$ cat src/rtl/scene_pkg.sv
// scene_pkg: shared definitions for the end-scene overlay logic.
//   - FSM state encoding of end_scene_ctrl (codes 5-7 unused)
//   - banner geometry (width, height, rest row) in pixels
//   - screen coordinate width
//   - saturating banner-row adder used by the slide animation
package scene_pkg;

  localparam int COORD_W       = 10;
  localparam int BANNER_W      = 800;
  localparam int BANNER_H      = 165;
  localparam int BANNER_REST_Y = 216;

  typedef enum logic [2:0] {
    ST_PLAY     = 3'd0,
    ST_DELAY    = 3'd1,
    ST_SLIDE    = 3'd2,
    ST_WAIT_KEY = 3'd3,
    ST_RESTART  = 3'd4
  } state_e;

  // Add one slide step to the banner row and clamp at the rest row.
  // The sum carries one extra bit so a large step can never wrap past 1023.
  function automatic logic [COORD_W-1:0] sat_add(
    input logic [COORD_W-1:0] y,
    input logic [COORD_W-1:0] step,
    input logic [COORD_W-1:0] lim
  );
    logic [COORD_W:0] sum;
    sum = {1'b0, y} + {1'b0, step};
    if (sum >= {1'b0, lim}) begin
      sat_add = lim;
    end else begin
      sat_add = sum[COORD_W-1:0];
    end
  endfunction

endpackage

$ cat src/rtl/end_scene_ctrl_key_edge.sv
// key_edge: registers a level input and flags its rising edge.
// Ports:
//   clk     in   system clock
//   rst     in   synchronous active-high reset
//   i_key   in   level input (already debounced)
//   o_level out  registered sample of i_key
//   o_rise  out  high for one cycle when the registered sample goes 0 -> 1
module key_edge (
  input  logic clk,
  input  logic rst,
  input  logic i_key,
  output logic o_level,
  output logic o_rise
);

  logic r_cur;
  logic r_prev;

  // Current and previous samples of the key.
  always_ff @(posedge clk) begin
    if (rst) begin
      r_cur  <= 1'b0;
      r_prev <= 1'b0;
    end else begin
      r_cur  <= i_key;
      r_prev <= r_cur;
    end
  end

  assign o_level = r_cur;
  assign o_rise  = r_cur & ~r_prev;

endmodule

$ cat src/rtl/end_scene_ctrl.sv
// end_scene_ctrl: game-over sequencer for the end-scene overlay.
// On player death it freezes gameplay, waits DELAY_FRAMES frames, slides the
// banner down to FINAL_Y by SLIDE_STEP rows per frame, then waits for a fresh
// restart key press and emits a one-cycle restart pulse.
// Optional feature macro: END_BLINK_EN (banner blinks every BLINK_FRAMES
// frames while waiting for the key).
// All inputs pass through one sample register before the FSM acts on them.
// Ports:
//   clk          in   system clock
//   rst          in   synchronous active-high reset
//   frame_tick   in   one-cycle pulse per video frame
//   player_dead  in   level, player has died (only looked at in PLAY)
//   restart_key  in   level, debounced restart key
//   freeze       out  halts game physics and input
//   show_overlay out  enables end-scene compositing
//   overlay_y    out  banner top row
//   restart      out  one-cycle game world reset pulse
//   state        out  current FSM state (debug)
module end_scene_ctrl
  import scene_pkg::*;
#(
  parameter int unsigned DELAY_FRAMES = 30,
  parameter int unsigned FINAL_Y      = BANNER_REST_Y,
  parameter int unsigned SLIDE_STEP   = 8,
  parameter int unsigned BLINK_FRAMES = 32
) (
  input  logic               clk,
  input  logic               rst,
  input  logic               frame_tick,
  input  logic               player_dead,
  input  logic               restart_key,
  output logic               freeze,
  output logic               show_overlay,
  output logic [COORD_W-1:0] overlay_y,
  output logic               restart,
  output logic [2:0]         state
);

  localparam logic [15:0]        L_DELAY = 16'(DELAY_FRAMES);
  localparam logic [COORD_W-1:0] L_FINAL = COORD_W'(FINAL_Y);
  localparam logic [COORD_W-1:0] L_STEP  = COORD_W'(SLIDE_STEP);

  state_e             r_state;
  state_e             w_state_nxt;
  logic               r_dead;
  logic               r_tick;
  logic [15:0]        r_cnt;
  logic [15:0]        w_cnt_nxt;
  logic [15:0]        w_cnt_inc;
  logic               r_armed;
  logic               w_armed_nxt;
  logic [COORD_W-1:0] r_y;
  logic [COORD_W-1:0] w_y_nxt;
  logic [COORD_W-1:0] w_y_sat;
  logic               r_freeze;
  logic               r_show;
  logic               w_show_nxt;
  logic               r_restart;
  logic               w_key_level;
  logic               w_key_rise;

  key_edge u_key_edge (
    .clk     (clk),
    .rst     (rst),
    .i_key   (restart_key),
    .o_level (w_key_level),
    .o_rise  (w_key_rise)
  );

  assign w_cnt_inc = r_cnt + 16'd1;
  assign w_y_sat   = sat_add(r_y, L_STEP, L_FINAL);

  // Input sample registers.
  always_ff @(posedge clk) begin
    if (rst) begin
      r_dead <= 1'b0;
      r_tick <= 1'b0;
    end else begin
      r_dead <= player_dead;
      r_tick <= frame_tick;
    end
  end

  // Next state, frame counter, armed flag and banner row.
  always_comb begin
    w_state_nxt = r_state;
    w_cnt_nxt   = r_cnt;
    w_armed_nxt = r_armed;
    w_y_nxt     = r_y;
    case (r_state)
      ST_PLAY: begin
        if (r_dead) begin
          w_state_nxt = ST_DELAY;
          w_cnt_nxt   = 16'd0;
        end else begin
          w_state_nxt = ST_PLAY;
        end
      end
      ST_DELAY: begin
        // Zero delay leaves after one cycle without needing a tick.
        if (L_DELAY == 16'd0) begin
          w_state_nxt = ST_SLIDE;
          w_y_nxt     = {COORD_W{1'b0}};
        end else if (r_tick) begin
          w_cnt_nxt = w_cnt_inc;
          if (w_cnt_inc == L_DELAY) begin
            w_state_nxt = ST_SLIDE;
            w_y_nxt     = {COORD_W{1'b0}};
          end else begin
            w_state_nxt = ST_DELAY;
          end
        end else begin
          w_state_nxt = ST_DELAY;
        end
      end
      ST_SLIDE: begin
        if (r_tick) begin
          w_y_nxt = w_y_sat;
          if (w_y_sat == L_FINAL) begin
            w_state_nxt = ST_WAIT_KEY;
            w_armed_nxt = 1'b0;
          end else begin
            w_state_nxt = ST_SLIDE;
          end
        end else begin
          w_state_nxt = ST_SLIDE;
        end
      end
      ST_WAIT_KEY: begin
        // Only a press that follows an observed release counts.
        if (w_key_rise && r_armed) begin
          w_state_nxt = ST_RESTART;
          w_y_nxt     = {COORD_W{1'b0}};
        end else if (!w_key_level) begin
          w_armed_nxt = 1'b1;
        end else begin
          w_armed_nxt = r_armed;
        end
      end
      ST_RESTART: begin
        w_state_nxt = ST_PLAY;
        w_y_nxt     = {COORD_W{1'b0}};
      end
      default: begin
        w_state_nxt = ST_PLAY;
        w_y_nxt     = {COORD_W{1'b0}};
      end
    endcase
  end

`ifdef END_BLINK_EN
  localparam logic [15:0] L_BLINK = 16'(BLINK_FRAMES);

  logic [15:0] r_blink_cnt;
  logic [15:0] w_blink_cnt_nxt;
  logic        r_vis;
  logic        w_vis_nxt;

  // Blink phase: restarts visible on entry to WAIT_KEY, toggles every L_BLINK ticks.
  always_comb begin
    w_blink_cnt_nxt = r_blink_cnt;
    w_vis_nxt       = r_vis;
    if ((r_state != ST_WAIT_KEY) && (w_state_nxt == ST_WAIT_KEY)) begin
      w_blink_cnt_nxt = 16'd0;
      w_vis_nxt       = 1'b1;
    end else if ((r_state == ST_WAIT_KEY) && r_tick) begin
      if ((r_blink_cnt + 16'd1) == L_BLINK) begin
        w_blink_cnt_nxt = 16'd0;
        w_vis_nxt       = ~r_vis;
      end else begin
        w_blink_cnt_nxt = r_blink_cnt + 16'd1;
      end
    end else begin
      w_blink_cnt_nxt = r_blink_cnt;
    end
    w_show_nxt = (w_state_nxt == ST_SLIDE) ||
                 ((w_state_nxt == ST_WAIT_KEY) && w_vis_nxt);
  end

  // Blink phase registers.
  always_ff @(posedge clk) begin
    if (rst) begin
      r_blink_cnt <= 16'd0;
      r_vis       <= 1'b1;
    end else begin
      r_blink_cnt <= w_blink_cnt_nxt;
      r_vis       <= w_vis_nxt;
    end
  end
`else
  assign w_show_nxt = (w_state_nxt == ST_SLIDE) || (w_state_nxt == ST_WAIT_KEY);
`endif

  // FSM state and registered outputs, all derived from the next state.
  always_ff @(posedge clk) begin
    if (rst) begin
      r_state   <= ST_PLAY;
      r_cnt     <= 16'd0;
      r_armed   <= 1'b0;
      r_y       <= {COORD_W{1'b0}};
      r_freeze  <= 1'b0;
      r_show    <= 1'b0;
      r_restart <= 1'b0;
    end else begin
      r_state   <= w_state_nxt;
      r_cnt     <= w_cnt_nxt;
      r_armed   <= w_armed_nxt;
      r_y       <= w_y_nxt;
      r_freeze  <= (w_state_nxt == ST_DELAY) || (w_state_nxt == ST_SLIDE) ||
                   (w_state_nxt == ST_WAIT_KEY);
      r_show    <= w_show_nxt;
      r_restart <= (w_state_nxt == ST_RESTART);
    end
  end

  assign freeze       = r_freeze;
  assign show_overlay = r_show;
  assign overlay_y    = r_y;
  assign restart      = r_restart;
  assign state        = r_state;

endmodule
$ cat config.mk
export PLATFORM = sky130hd
export DESIGN_NAME = end_scene_ctrl
export DESIGN_NICKNAME = d
export VERILOG_FILES = /design/src/rtl/scene_pkg.sv /design/src/rtl/end_scene_ctrl_key_edge.sv /design/src/rtl/end_scene_ctrl.sv
export SDC_FILE = /design/constraint.sdc
export NUM_CORES = 1
export LEC_CHECK = 0
export BUFFER_PORTS_ARGS = -buffer_cell sky130_fd_sc_hd__buf_2
export CORE_ASPECT_RATIO = 0.5
export CORE_UTILIZATION = 60
export CTS_BUF_LIST = sky130_fd_sc_hd__clkbuf_2 sky130_fd_sc_hd__clkbuf_4 sky130_fd_sc_hd__clkbuf_8
export CTS_CLUSTER_SIZE = 20
export DETAILED_ROUTE_END_ITERATION = 10
export MAX_ROUTING_LAYER = met4
export PLACE_DENSITY = 0.88
export SLEW_MARGIN = 0
export SYNTH_ARGS = -nofsm -noshare
export SYNTH_HDL_FRONTEND = slang
export SYNTH_HIERARCHICAL = 1
export SYNTH_SLANG_ARGS = --single-unit
$ cat constraint.sdc
create_clock -name clk -period 2.7 [get_ports clk]
set_input_delay 0.135 -clock clk [delete_from_list [all_inputs] [get_ports clk]]
set_output_delay 0.135 -clock clk [all_outputs]
set_load 0.03 [all_outputs]
==> summary.txt, run 1 <==
Timing
  • Slew margin rel.: 68.5%
  • Post-route clock period utilization: 93.4%
  • Clock Skews: 0.00669 ns
  • Final min period: 2.52 ns
  • Slew @ Worst Pin: 0.471 ns
  • Final hold viol count: 0
  • Final setup vio count: 0
  • Setup TNS: 0 ns
  • Slew Limit Fails: 0
  • Peak Freq: 0.397 GHz

Placed design
  • # placed instances: 295
  • IO buf count: 20
  • Gp weighted congestion: 0.849
  • Hpwl dp: 2.88 mm

Synthesis
  • Number of flops mapped to enable cells by yosys: 0
  • Mean Syn Cell Area: 8.28 µm²
  • Ys async rst share: 0%
  • Area contributors post-synth: dfxtp_1, nand2_1, nor2_1
  • Net count after synthesis: 253
  • Synth top cells by count: dfxtp_1, nand2_1, nor2_1, a21oi_1, nor3_1
  • Post-synth cell types: 55
  • Yosys reg bits: 37
  • Area leader, netlist: dfxtp_1
  • Cell with the most instances after synthesis: dfxtp_1
  • Yosys top cell area share: 36.7%
  • Mapped Area: 2020 µm²
  • Synth Warn #: 6
  • Post-synthesis sequential area ratio: 36.7%
  • Syn Inst Count: 244
  • Most used DFF post-synth: dfxtp_1

Die
  • FP Rows: 14
  • Core area: 3100 µm²
  • Die X-Extent: 84.1 µm
  • Die area: 3620 µm²
  • Initial core utilization: 65.2%
  • Die height: 43.0 µm
  • Number of top-level pins: 21

Worst setup path
  • Worst Setup Start Kind: register
  • Crit Path Category: register to register
  • Max incr delay on CP: 0.42 ns
  • CP Capture Type: register
  • CP cell instances: ha_1 > nand4_1 > nor3_4 > mux2i_1 > a31oi_1 > o31ai_4 > nor3b_1 > or3_1
  • CP Data Required Time: 2.88 ns
  • Crit path DAT: 2.70 ns
  • Worst-path maximum fanout: 6
  • Max stage delay cell, worst path: dfxtp_1

Pwr
  • Total power: 1.01 mW
  • Peak supply drop: 244 µV
  • Cell Pwr Density: 448 nW/µm²
  • Pleak: 0.853 nW

Run
  • Max_cap viols: 0

Outcome
  • Status: complete, but fails checks
  • Failing checks: DRC

Global route
  • GRT Resource Usage Total: 26.0%
  • Vias in the first global route: 1,676
  • First-pass GRT wire length: 7.07 mm
  • Antenna violations before repair: 0
  • GR Overflow Total: 0
  • Largest net degree at the start of global routing: 24

Finish
  • Share of cells above drive strength 1: 16.3%
  • Final Non-Filler Cells: 303
  • Area grow syn2layout: 11.2%
  • Layout net count: 271
  • N_diodes: 0

Detailed routing
  • Post-route ant nets: 0
  • Drt initial violations: 129
  • Final WL: 4.27 mm
  • DRT Pass-1 Iters: 7
  • Post-route DRC: 6
  • Routed vias/inst: 6.14
  • Vias: 1,859
  • WL/cell: 14.1 µm

Clocking
  • Clk root buf: clkbuf_8
  • Maximum buffer depth of the clock tree: 2
  • Num CTS Buffers: 5
  • TritonCTS clock tree: built
  • CTS clk-pin slew, worst paths: 0.08 ns
  • Post-CTS Hold Buffers: 0
  • H-Tree Depth: 2
  • Worst-skew pair later-pin latency: 0.30 ns
  • Clk sink count: 37

Hold path
  • Hold WC Path Type: input pin to register
-- state kept, by name (all words and copies together), names as in the netlist --
name / count
r_cnt: 16
overlay_y: 10
state: 3
freeze: 1
r_armed: 1
r_dead: 1
r_tick: 1
restart: 1
show_overlay: 1
u_key_edge/o_level: 1
u_key_edge/r_prev: 1
-- worst paths after layout --
| path | to | slack, ns | depth (start not counted) | from |
|---|---|---|---|---|
| max | overlay_y[5]$_SDFFE_PP0P_ | 0.18 | 8 | r_cnt[0]$_SDFFE_PP0P_ |
| min | r_tick$_SDFF_PP0_ | 0.05 | 2 | frame_tick |
| max reg2reg | overlay_y[5]$_SDFFE_PP0P_ | 0.18 | 8 | r_cnt[0]$_SDFFE_PP0P_ |
| min reg2reg | overlay_y[2]$_SDFFE_PP0P_ | 0.49 | 1 | overlay_y[2]$_SDFFE_PP0P_ |
-- kinds of logic after synthesis --
kind of cell	synth area share [%]
and+or+nand+nor	33.4
AOI/OAI and AO/OA	19.4
DFF	36.7
buffers and inverters	3.10
xor gates and xnor gates	3.47
adders and majority gates	2.48
muxes	1.55
-- stage by stage --
stage               hold slack [ns]  instance area (µm²)  worst slack [ns]  util, %
global route                 0.0447                 2250          -0.00118     72.5
CTS                          0.0389                 2240             0.147     72.3
detailed placement            0.348                 2150             0.171     69.3
floorplan                     0.207                 2020             0.243        -
global placement              0.341                 2150             0.339     69.3
finish                       0.0473                 2250             0.178     72.5
-- cell type report --
class / instances / area, µm²
repair buffers: 24 / 130
clock buffers: 5 / 68.8
flip-flops and latches: 37 / 741
fillers: 237 / 853
clock inverters: 3 / 22.5
inverters: 3 / 11.3
multi-input cells: 191 / 1220
well taps: 40 / 50.0
-- cell usage in the layout, fill, tap and decap left out, types with 3 or more instances in the layout --
cell / n
nand2b_1: 6
a21oi_1: 12
dfxtp_1: 37
nor3_1: 12
xor2_1: 4
xnor2_1: 4
nor2_1: 25
nor2b_1: 6
inv_1: 3
a311oi_1: 5
clkinvlp_4: 3
buf_4: 4
a21o_1: 4
buf_2: 20
nand4_1: 4
nand2_1: 25
and2_1: 5
nand3_1: 7
o21ai_0: 11
ha_1: 4
nor3b_1: 5
a31oi_1: 6
clkbuf_8: 5
-- critical path, delay by kind of cell (launching register included) --
family | cells | cell delay, ns
compound gates | 2 | 0.52
fa+ha+maj | 1 | 0.28
flops | 1 | 0.42
mux | 1 | 0.22
simple gates | 4 | 0.97
-- report_power, final --
group / switching, mW / leakage, nW / internal [mW]
clock network: 0.212 / 0.0364 / 0.181
logic: 0.0363 / 0.517 / 0.0199
registers: 0.00635 / 0.299 / 0.551
-- per-layer routing --
metal	vias to the layer above	GRT usage, %	wire (µm)
met5	-	-	0
met4	0	12.8	44
met1	865	29.2	1930
met2	61	43.9	2030
li1	927	-	-
met3	6	7.00	262
-- what timing repair did --
| action | in CTS | in global routing |
|---|---|---|
| setup endpoints to repair | 0 | 3 |
| setup buffers | 0 | 0 |
| gates resized for setup | 0 | 1 |
No activity file was read; power rests on OpenSTA's default activity.
==> inputs of run 2 (changes only) <==
- RECOVER_POWER: unset -> 25
==> run 2 against run 1 <==
The run still ends with DRC left. Count of clock-buffer cells in the layout stayed put. Flip-flop and latch count is the same. Register-to-register slack about the same. Total power about the same. Final cell count unchanged. Sequential share of layout area grew 0.22 points. Cell area is 0.67% lower. Combinational power shrank 1%. Via count down 0.16%.
==> summary.txt, run 2 (synthesized netlist as in run 1, its figures left out) <==
Die
  • Initial core utilization: 65.2%
  • Die height: 43.0 µm
  • Die X-Extent: 84.1 µm
  • FP Rows: 14
  • Core area: 3100 µm²
  • Die area: 3620 µm²
  • Number of top-level pins: 21

Pwr
  • Peak supply drop: 245 µV
  • Cell Pwr Density: 451 nW/µm²
  • Pleak: 0.810 nW

Clocking
  • Post-CTS setup repair buffer count: 0
  • Worst-skew pair later-pin latency: 0.30 ns
  • H-Tree Depth: 2
  • Num CTS Buffers: 5
  • Clk sink count: 37
  • CTS clk-pin slew, worst paths: 0.08 ns
  • Clk root buf: clkbuf_8
  • Maximum buffer depth of the clock tree: 2
  • TritonCTS clock tree: built
  • Post-CTS Hold Buffers: 0
  • Cts repair resizes: 0

Detailed routing
  • DRT Pass-1 Iters: 7
  • Routed vias/inst: 6.13
  • Post-route ant nets: 0
  • Vias: 1,856
  • Post-route DRC: 6
  • WL/cell: 14.2 µm
  • Final WL: 4.31 mm
  • Drt initial violations: 110

Placed design
  • IO buf count: 20
  • Hpwl dp: 2.88 mm
  • Gp weighted congestion: 0.849

Global route
  • Antenna violations before repair: 0
  • GR Overflow Total: 0
  • GRT Resource Usage Total: 26.0%
  • First-pass GRT wire length: 7.07 mm
  • Largest net degree at the start of global routing: 24
  • Vias in the first global route: 1,676

Timing
  • Post-route clock period utilization: 93.5%
  • Final hold viol count: 0
  • Hold Slack: 0.0449 ns
  • Clock Skews: 0.00711 ns
  • Final min period: 2.53 ns
  • Slew @ Worst Pin: 1.02 ns
  • Peak Freq: 0.396 GHz
  • Slew Limit Fails: 0
  • Slew margin rel.: 31.9%
  • Final setup vio count: 0

Worst setup path
  • Worst-path maximum fanout: 6
  • Worst reg2reg path startpoint: r_cnt[0]$_SDFFE_PP0P_
  • Worst Setup Start Kind: register
  • Crit path DAT: 2.71 ns
  • Worst Setup SP: r_cnt[0]$_SDFFE_PP0P_
  • CP Data Required Time: 2.88 ns
  • CP Capture Type: register
  • Crit Path Category: register to register

Finish
  • Commonest non-fill, non-tap cell in the layout: dfxtp_1
  • Finished Core Util: 72.0%
  • Share of cells above drive strength 1: 12.5%
  • Max reg flops: 16
  • Most frequent cells in the layout: dfxtp_1, nor2_1, nand2_1
  • N_diodes: 0
  • Layout net count: 271
  • Top reg by flops: r_cnt
  • Filler cell count: 244
  • Area grow syn2layout: 10.5%

Hold path
  • Hold WC Path Type: input pin to register
  • HP Start: frame_tick

Outcome
  • Failing checks: DRC
  • Status: complete, but fails checks

Run
  • Max_cap viols: 0
## run 2: critical path: stages (launching register included)
cell	delay [ns]
dfxtp_1	0.42
ha_1	0.28
nand4_1	0.22
nor3_4	0.32
mux2i_1	0.22
a31oi_1	0.16
o31ai_4	0.36
nor3b_1	0.09
or3_1	0.34
## run 2: final cells by class
class                      count  area, µm²  share of cell area [%]
multi-input combinational    191       1220                    54.8
clock inverter                 3       22.5                    1.01
clock buffer                   5       68.8                    3.08
timing repair buffer          24        115                    5.16
inverter                       3       11.3                   0.504
tap                           40       50.0                    2.24
sequential                    37        741                    33.2
## run 2: worst paths after layout
path | slack [ns] | cells past startpoint | endpoint
setup reg to reg | 0.17 | 8 | overlay_y[5]$_SDFFE_PP0P_
setup / recovery | 0.17 | 8 | overlay_y[5]$_SDFFE_PP0P_
hold reg to reg | 0.49 | 1 | u_key_edge/r_prev$_SDFF_PP0_
hold / removal | 0.04 | 2 | r_tick$_SDFF_PP0_
## run 2: metrics by stage
| step | instances | instance area (µm²) | TNS (ns) | total power, mW | setup WS, ns |
|---|---|---|---|---|---|
| finish | 303 | 2230 | 0 | 1.01 | 0.174 |
| global route | 303 | 2230 | -0.00112 | 1.04 | -0.00112 |
| CTS | 303 | 2240 | 0 | 1.02 | 0.147 |
| detailed placement | 295 | 2150 | 0 | 0.625 | 0.171 |
| global placement | 295 | 2150 | 0 | 0.623 | 0.339 |
| floorplan | 244 | 2020 | 0 | 0.609 | 0.243 |
## run 2: report_power, final
group	leakage [nW]	internal (mW)	total [mW]	switching (mW)
Clock	0.0364	0.181	0.394	0.213
Combinational	0.474	0.0189	0.0554	0.0364
Sequential	0.299	0.551	0.558	0.00660
## run 2: layer usage
layer | GRT usage (%) | vias to the layer above | routed length (µm)
met5 | - | - | 0
met4 | 12.8 | 0 | 46
met3 | 7.00 | 6 | 235
met2 | 43.9 | 53 | 2040
met1 | 29.2 | 871 | 1990
li1 | - | 926 | -
